[src/rtl/qspi_read_sequencer.sv]
// Quad-I/O fast-read sequencer: one 32-bit word per request.
// SCK runs at clk/2 in mode 0; cmd on io[0], then addr, dummy, data on io[3:0].
module qspi_read_sequencer #(
  parameter int unsigned ADDR_W       = 24,
  parameter logic [7:0]  CMD          = 8'hEB,
  parameter int unsigned DUMMY_CYCLES = 6,
  parameter int unsigned CS_GAP       = 2
) (
  input  logic              clk,
  input  logic              rst,
  input  logic              req_valid,
  output logic              req_ready,
  input  logic [ADDR_W-1:0] req_addr,
  output logic              resp_valid,
  output logic [31:0]       resp_data,
  output logic              busy,
  output logic              qspi_ck_o,
  output logic              qspi_cs_o,
  output logic [3:0]        qspi_io_o,
  input  logic [3:0]        qspi_io_i,
  output logic              qspi_io_t
);

  localparam int unsigned GAP_W =
    (CS_GAP < 2) ? 1 : $clog2(CS_GAP + 1);

  localparam logic [3:0] CMD_LAST   = 4'd7;
  localparam logic [3:0] ADDR_LAST  = 4'(ADDR_W / 4 - 1);
  localparam logic [3:0] DUMMY_LAST = 4'(DUMMY_CYCLES - 1);
  localparam logic [3:0] DATA_LAST  = 4'd7;

  localparam logic [GAP_W-1:0] GAP_INIT = GAP_W'(CS_GAP);
  localparam logic [GAP_W-1:0] GAP_DONE = GAP_W'(CS_GAP - 1);
  localparam logic [GAP_W-1:0] GAP_ONE  = GAP_W'(1);

  typedef enum logic [2:0] {
    S_IDLE,
    S_CMD,
    S_ADDR,
    S_DUMMY,
    S_DATA,
    S_DONE
  } state_t;

  state_t            state_q, state_d;
  state_t            nxt_state;
  logic              phase_q, phase_d;
  logic [3:0]        idx_q, idx_d;
  logic [3:0]        nxt_idx;
  logic [ADDR_W-1:0] addr_q, addr_d;
  logic [31:0]       sr_q, sr_d;
  logic [GAP_W-1:0]  gap_q, gap_d;
  logic              cs_q, cs_d;
  logic              ck_q, ck_d;
  logic [3:0]        io_o_q, io_o_d;
  logic              io_t_q, io_t_d;
  logic              rv_q, rv_d;
  logic [31:0]       rdata_q, rdata_d;

  assign req_ready  = (state_q == S_IDLE) && (gap_q == '0);
  assign busy       = (state_q != S_IDLE);
  assign resp_valid = rv_q;
  assign resp_data  = rdata_q;
  assign qspi_ck_o  = ck_q;
  assign qspi_cs_o  = cs_q;
  assign qspi_io_o  = io_o_q;
  assign qspi_io_t  = io_t_q;

  always_comb begin
    state_d   = state_q;
    phase_d   = phase_q;
    idx_d     = idx_q;
    addr_d    = addr_q;
    sr_d      = sr_q;
    gap_d     = gap_q;
    cs_d      = cs_q;
    ck_d      = ck_q;
    io_o_d    = io_o_q;
    io_t_d    = io_t_q;
    rv_d      = 1'b0;
    rdata_d   = rdata_q;
    nxt_state = state_q;
    nxt_idx   = idx_q;
    unique case (state_q)
      S_IDLE: begin
        if (gap_q != '0) gap_d = gap_q - GAP_ONE;
        if (req_valid && req_ready) begin
          state_d = S_CMD;
          idx_d   = CMD_LAST;
          phase_d = 1'b1;
          addr_d  = req_addr;
        end
      end
      S_DONE: begin
        state_d = S_IDLE;
        gap_d   = GAP_DONE;
      end
      default: begin
        if (!phase_q) begin
          phase_d = 1'b1;
          ck_d    = 1'b1;
          if (state_q == S_DATA)
            sr_d = {sr_q[27:0], qspi_io_i};
        end else begin
          // cs still high means launch cycle: enter CMD bit 7 unchanged
          if (!cs_q) begin
            if (idx_q != '0) begin
              nxt_idx = idx_q - 4'd1;
            end else begin
              unique case (state_q)
                S_CMD: begin
                  nxt_state = S_ADDR;
                  nxt_idx   = ADDR_LAST;
                end
                S_ADDR: begin
                  nxt_state = S_DUMMY;
                  nxt_idx   = DUMMY_LAST;
                end
                S_DUMMY: begin
                  nxt_state = S_DATA;
                  nxt_idx   = DATA_LAST;
                end
                default: begin
                  nxt_state = S_DONE;
                  nxt_idx   = '0;
                end
              endcase
            end
          end
          state_d = nxt_state;
          idx_d   = nxt_idx;
          phase_d = 1'b0;
          ck_d    = 1'b0;
          if (nxt_state == S_DONE) begin
            cs_d    = 1'b1;
            io_t_d  = 1'b0;
            io_o_d  = '0;
            rv_d    = 1'b1;
            rdata_d = {sr_q[7:0], sr_q[15:8],
                       sr_q[23:16], sr_q[31:24]};
          end else begin
            cs_d = 1'b0;
            unique case (nxt_state)
              S_CMD: begin
                io_t_d = 1'b1;
                io_o_d = {3'b000, CMD[nxt_idx[2:0]]};
              end
              S_ADDR: begin
                io_t_d = 1'b1;
                io_o_d = addr_q[ADDR_W-1 -: 4];
                addr_d = addr_q << 4;
              end
              default: begin
                io_t_d = 1'b0;
                io_o_d = '0;
              end
            endcase
          end
        end
      end
    endcase
  end

  always_ff @(posedge clk) begin
    if (rst) begin
      state_q <= S_IDLE;
      phase_q <= 1'b0;
      idx_q   <= '0;
      addr_q  <= '0;
      sr_q    <= '0;
      gap_q   <= GAP_INIT;
      cs_q    <= 1'b1;
      ck_q    <= 1'b0;
      io_o_q  <= '0;
      io_t_q  <= 1'b0;
      rv_q    <= 1'b0;
      rdata_q <= '0;
    end else begin
      state_q <= state_d;
      phase_q <= phase_d;
      idx_q   <= idx_d;
      addr_q  <= addr_d;
      sr_q    <= sr_d;
      gap_q   <= gap_d;
      cs_q    <= cs_d;
      ck_q    <= ck_d;
      io_o_q  <= io_o_d;
      io_t_q  <= io_t_d;
      rv_q    <= rv_d;
      rdata_q <= rdata_d;
    end
  end

endmodule

[config.mk]
export PLATFORM = sky130hd
export DESIGN_NAME = qspi_read_sequencer
export DESIGN_NICKNAME = d
export VERILOG_FILES = /design/src/rtl/qspi_read_sequencer.sv
export SDC_FILE = /design/constraint.sdc
export NUM_CORES = 1
export LEC_CHECK = 0
export BUFFER_PORTS_ARGS = -buffer_cell sky130_fd_sc_hd__buf_2
export CAP_MARGIN = 20
export CORE_ASPECT_RATIO = 0.7
export CORE_MARGIN = 2
export CORE_UTILIZATION = 25
export CTS_CLUSTER_DIAMETER = 30
export DETAILED_ROUTE_END_ITERATION = 10
export PLACE_DENSITY_LB_ADDON = 0.12
export SLEW_MARGIN = 40
export SYNTH_ARGS = -nofsm -noshare
export SYNTH_HDL_FRONTEND = slang
export SYNTH_SLANG_ARGS = --single-unit
export TNS_END_PERCENT = 5
[constraint.sdc]
create_clock -name clk -period 5.6 [get_ports clk]
set_input_delay 0.56 -clock clk [delete_from_list [all_inputs] [get_ports clk]]
set_output_delay 0.56 -clock clk [all_outputs]
set_load 0.02 [all_outputs]
==> results of run 1 <==
## final cells by class
cell class | count | area share
sequential | 106 | 0.403
clock inverter | 5 | 0.0114
timing repair buffer | 82 | 0.0834
inverter | 9 | 0.00641
clock buffer | 11 | 0.0461
tap | 231 | 0.0549
multi-input combinational | 324 | 0.395
## cells in the final DEF (no fill, tap or decap), types with 3 or more instances in the layout
master,n
nor3_1,25
a22o_1,39
buf_2,72
a311oi_2,20
buf_4,9
nand2_1,111
dfxtp_1,105
mux2i_1,3
a21oi_1,41
nand2b_1,4
nor2b_1,7
a221oi_1,3
inv_1,9
ha_1,3
o21ai_0,7
nor2_1,11
clkbuf_16,9
## flip-flops by register name, summed over array words and instances, names as in the netlist
name and count:
resp_data 32, sr_q 32, addr_q 24, idx_q 4
qspi_io_o 4, state_q 3, gap_q 2, phase_q 1
qspi_ck_o 1, qspi_cs_o 1, qspi_io_t 1, resp_valid 1
## synthesized netlist by cell type, drive strengths merged (2+ instances only)
cell type,n
a2111oi,2
a211o,2
a211oi,2
a21oi,41
a221oi,3
a22o,39
a311oi,20
a31oi,2
and2,2
buf,9
clkbuf,31
dfxtp,106
ha,3
inv,9
mux2i,3
nand2,111
nand2b,4
nand3b,2
nand4,2
nand4bb,2
nor2,11
nor2b,7
nor3,26
nor3b,2
nor4,2
nor4b,3
o21a,2
o21ai,7
o21bai,2
o311ai,2
o31a,2
o31ai,2
or3,2
## routing by layer
metal	up-vias	track usage	routed length, um
li1	1831	-	-
met1	1732	0.206	6700
met2	91	0.178	4650
met3	6	0.0418	597
met4	0	0.0330	109
met5	-	0	0
## through the flow
stage / instances / power [uW] / setup slack (ns)
2_1_floorplan: 479 / 1230 / 3.61
3_3_place_gp: 751 / 1330 / 2.64
3_5_place_dp: 751 / 1330 / 2.57
4_1_cts: 767 / 1990 / 2.55
5_1_grt: 768 / 2080 / 2.57
6_report: 768 / 1970 / 2.75
## worst max-delay path: cells and delay by family (launching register included)
kind                   cells  cell delay (ns)
buffers and inverters      4             1.01
and+or+nand+nor            1             0.08
DFF                        1             0.84
## power by group through the flow
stage	Sequential [uW]	Clock, uW	Combinational [uW]
detailed placement	895	0	437
global route	890	706	487
global placement	893	0	435
floorplan	862	0	365
CTS	877	676	440
finish	878	650	440
## kinds of logic (layout without fill, tap and decap cells)
family | count (synthesis) | count (layout)
simple gates | 183 | 183
compound gates | 135 | 135
flops | 106 | 106
buf+inv | 49 | 107
fa+ha+maj | 3 | 3
mux | 3 | 3
## worst max-delay path by stage
| stage | start | endpoint | slack, ns |
|---|---|---|---|
| after floorplan | state_q[0] | req_ready | 3.61 |
| after global routing | state_q[0] | busy | 2.57 |
| final | state_q[0] | busy | 2.75 |
| after detailed placement | idx_q[0] | addr_q[14] | 2.57 |
| after CTS | state_q[0] | addr_q[14] | 2.55 |
| after global placement | idx_q[0] | addr_q[10] | 2.64 |
==> metrics.cfg, run 1 <==
[timing]
min_period_over_period = 0.509
max_slew.worst_pin.slew_ns = 0.804
max_freq_mhz = 351
final-hold-violation-count = 0
report.final.slew_viol_count = 0
holdWs_ns = 0.428
tns_ns = 0
rsz0062_at_grt = false
fin_worst_skew_ns = 0.00826
relSlewSlack = 0.463
min_period_ns = 2.85
setup_viol = 0

[synth]
netlist_top_cells_area = dfxtp_1 (48%), nand2_1 (9.4%), a22o_1 (7.7%)
synth.area.mux_share = 0.00681
synthAdderAreaFrac = 0.00851
synth-compound-area-share = 0.258
yosysSeqAreaShare = 0.481
async_reset_ff_frac = 0
syn_area_mm2 = 0.00441
avgSynthCellArea_um2 = 9.21
synth_xor_area_frac = 0
synth_edf_count = 0
synth_ff_type = dfxtp_1
synth-seq-cells = 106
synthesis.nets = 513
synth_top_family_by_area = compound AO/OA/AOI/OAI gates
synth-simple-area-share = 0.193
synth_top_area_frac = 0.481
synth.distinct_cells = 51
yosys_warnings = 0
synth_area_leader_cell = dfxtp_1
syn-instance-count = 479

[power]
p_leak_uw = 0.00201
clock_power_share = 0.330
power_density_mw_per_mm2 = 374
seq_power_share = 0.446
comb_power_share = 0.223
ir_drop_uv = 129
p_sw_uw = 618
switching_share = 0.314
p_int_uw = 1350

[finish]
stdcell_area_mm2 = 0.00527
final-seq-area_mm2 = 0.00212
drive_above_1_share = 0.236
fillers = 1860
fin_util = 0.306
multi_input_area_mm2 = 0.00208
diodes = 0
finalNetCount = 566
area_growth_pct = 19.4

[clocking]
insertion_delay_ns = 0.35
clk_pin_slew_worst_paths_ns = 0.07
hold_buffers = 0
cts_max_level = 3
cts_buffer_depth = 2
cts_setup_buffers = 0
cts_tree = yes
root_buffer = clkbuf_16
cts_buffers = 9
cts_resized = 0
cts_sinks = 106

[worst_setup_path]
slowest_delay_ns = 0.84
critPathKind = register to output pin
required_ns = 5.04
end_kind = output pin
reg2regPathDepth = 4
worstPathCellList = nor3_2, buf_4, inv_1, buf_4, buf_2
reg2reg_from = state_q[0]
cp_max_fo = 24
worst_r2r_endpoint = addr_q[14]
cp_slowest_cell = dfxtp_1
critPathLaunchType = register
r2r_setup_slack_ns = 2.94
crit_top_cell = buf_4
crit_arrival_ns = 2.29

[worst_hold_path]
hold_path_class = input port to register
hold_start = req_addr[1]
hold-path-cell-count = 2
whs_endpoint = addr_q[1]

[placed_design]
gp_congestion = 0.756
numPortBuffers = 72
dpl.hpwl_um = 8060
placed_area_mm2 = 0.00495

[floorplan]
dieArea_mm2 = 0.0187
die_w_um = 163
rows = 40
initial_core_util = 0.256
coreArea_mm2 = 0.0172
die_h_um = 115
ios = 73

[drt]
firstDrtPassIters = 4
viasPerCell = 4.77
dr_total_vias = 3660
drt_iter0_markers = 233
ant_nets = 0
routed_wl_um = 12100
drc = 0
wl_per_cell_um = 15.7

[global_route]
grt_max_degree = 46
grt_pass1_wl_um = 19600
gr-total-overflow = 0
antenna_found_initial = 0
first_global_vias = 3565
track_usage = 0.134

[job]
drv_cap = 0

[outcome]
status = finished clean

No activity file was read; power rests on OpenSTA's default activity.
==> run 2: changes to the inputs <==
clock period = 2.4 ns   (was 5.6 ns; I/O delays follow)
==> run 2 against run 1 <==
Effect of this change: combinational power rose to 2.6 times the previous value; global-route usage rose by 0.17 points; register-to-register slack got worse by 2.8 ns; sequential cell count did not move; non-clock buffer count rose by 13; final cell count rose by 1.7%; setup slack got worse by 2.6 ns; utilization rose by 0.83 points.
==> metrics.cfg, run 2 (same netlist as run 1, synthesis figures left out) <==
[clocking]
cts_setup_buffers = 0  ; unchanged
cts_buffer_depth = 2  ; unchanged
cts_buffers = 9  ; unchanged
cts_max_level = 3  ; unchanged
clk_pin_slew_worst_paths_ns = 0.07  ; about the same
insertion_delay_ns = 0.36  ; was 0.35 ns
cts_tree = yes  ; unchanged
cts_sinks = 106  ; unchanged
root_buffer = clkbuf_16  ; unchanged

[global_route]
grt_pass1_wl_um = 19800  ; was 19,600 um
first_global_vias = 3524  ; was 3,565
grt_max_degree = 49  ; was 46
antenna_found_initial = 0  ; unchanged
track_usage = 0.136  ; was 0.134
gr-total-overflow = 0  ; unchanged

[worst_setup_path]
worstPathCellList = inv_1, ha_1, or4b_4, o32ai_4, buf_4, nor3_1, a22o_1  ; was nor3_2, buf_4, inv_1, buf_4, buf_2
end_kind = register  ; was output pin
slowest_delay_ns = 0.52  ; was 0.84 ns
required_ns = 2.65  ; was 5.04 ns
cp_slowest_cell = or4b_4  ; was dfxtp_1
crit_arrival_ns = 2.50  ; was 2.29 ns
critPathLaunchType = register  ; unchanged
cp_max_fo = 21  ; was 24
critPathKind = register to register  ; was register to output pin

[timing]
final-hold-violation-count = 0  ; unchanged
tns_ns = 0  ; unchanged
relSlewSlack = 0.590  ; was 0.463
max_slew.worst_pin.slew_ns = 0.614  ; was 0.804 ns
min_period_ns = 2.25
min_period_over_period = 0.937
max_freq_mhz = 445
report.final.slew_viol_count = 0  ; unchanged
rsz0062_at_grt = false  ; unchanged
holdWs_ns = 0.0962  ; was 0.428 ns
setup_viol = 0  ; unchanged
fin_worst_skew_ns = 0.00333  ; was 0.00826 ns

[finish]
multi_input_area_mm2 = 0.00208  ; about the same
finalNetCount = 579  ; was 566
fin_util = 0.314  ; was 0.306
final-seq-area_mm2 = 0.00212  ; about the same
drive_above_1_share = 0.255  ; was 0.236
fillers = 1826  ; was 1,860
final_common_cell = nand2_1  ; unchanged
final_cell_mix = nand2_1 (111), dfxtp_1 (106), buf_2 (72), a21oi_1 (41), a22o_1 (39)  ; was nand2_1 (111), dfxtp_1 (105), buf_2 (72), a21oi_1 (41), a22o_1 (39)
diodes = 0  ; unchanged
area_growth_pct = 22.7  ; was 19.4%

[worst_hold_path]
hold_path_class = input port to register  ; unchanged

[power]
power_density_mw_per_mm2 = 873  ; was 374 mW/mm^2
ir_drop_uv = 344  ; was 129 uV
p_leak_uw = 0.00209  ; was 0.00201 uW

[outcome]
status = finished clean  ; unchanged

[floorplan]
coreArea_mm2 = 0.0172  ; unchanged
ios = 73  ; unchanged
initial_core_util = 0.256  ; unchanged
rows = 40  ; unchanged
dieArea_mm2 = 0.0187  ; unchanged
die_w_um = 163  ; unchanged
die_h_um = 115  ; unchanged

[drt]
routed_wl_um = 12400  ; was 12,100 um
firstDrtPassIters = 5  ; was 4
ant_nets = 0  ; unchanged
viasPerCell = 4.73  ; was 4.77
dr_total_vias = 3697  ; was 3,660
drc = 0  ; unchanged
drt_iter0_markers = 230  ; was 233
wl_per_cell_um = 15.9  ; was 15.7 um

[placed_design]
numPortBuffers = 72  ; unchanged
dpl.hpwl_um = 8430  ; was 8060 um
gp_congestion = 0.809  ; was 0.756

[job]
drv_cap = 0  ; unchanged

[run 2: cell count changes in the layout (fill, tap and decap cells not counted), sizes merged]
cell / delta
buf: +13
clkinv: +1
inv: -1
[run 2: through the flow]
stage	setup WS [ns]	power (uW)	instance area (um^2)	cells
after global placement	0.0998	3180	5090	765
after detailed placement	0.0331	3190	5090	765
after global routing	0.000433	4980	5410	781
after floorplan	0.438	2860	4410	479
after CTS	0.0230	4770	5410	781
final	0.151	4720	5410	781
[run 2: repair_timing]
action,in CTS,in global routing
hold buffers,0,0
gates resized for setup,0,1
setup endpoints to repair,0,20
endpoints found under the hold margin,0,0
[run 2: layout make-up]
cell class | instances | share of cell area
flip-flops and latches | 106 | 0.392
multi-input cells | 324 | 0.385
repair buffers | 95 | 0.105
well taps | 231 | 0.0534
clock buffers | 11 | 0.0467
clock inverters | 5 | 0.0111
inverters | 9 | 0.00625
[run 2: critical path, delay by kind of cell (launching register included)]
| family | cells | cell delay, ns |
|---|---|---|
| AOI/OAI and AO/OA | 2 | 0.51 |
| adders and majority gates | 1 | 0.20 |
| buffers and inverters | 2 | 0.42 |
| DFF | 1 | 0.35 |
| and+or+nand+nor | 2 | 0.66 |
[run 2: path summary, 6_finish.rpt]
path	start	endpoint	slack [ns]	cells past startpoint
setup / recovery	idx_q[0]	addr_q[2]	0.15	7
hold reg to reg	sr_q[30]	sr_q[30]	0.46	2
setup reg to reg	idx_q[0]	addr_q[2]	0.15	7
hold / removal	req_addr[1]	addr_q[1]	0.1	2
[run 2: report_power, final]
part | leakage, uW | internal (uW) | switching [uW]
registers | 0.000857 | 1900 | 113
clock network | 0.000152 | 871 | 696
logic | 0.00108 | 462 | 684
[run 2: per-layer routing]
metal	wire, um	global-route usage	vias to the layer above
li1	-	-	1861
met1	6970	0.214	1734
met2	4580	0.173	92
met3	683	0.0357	10
met4	159	0.0448	0
met5	0	0	-
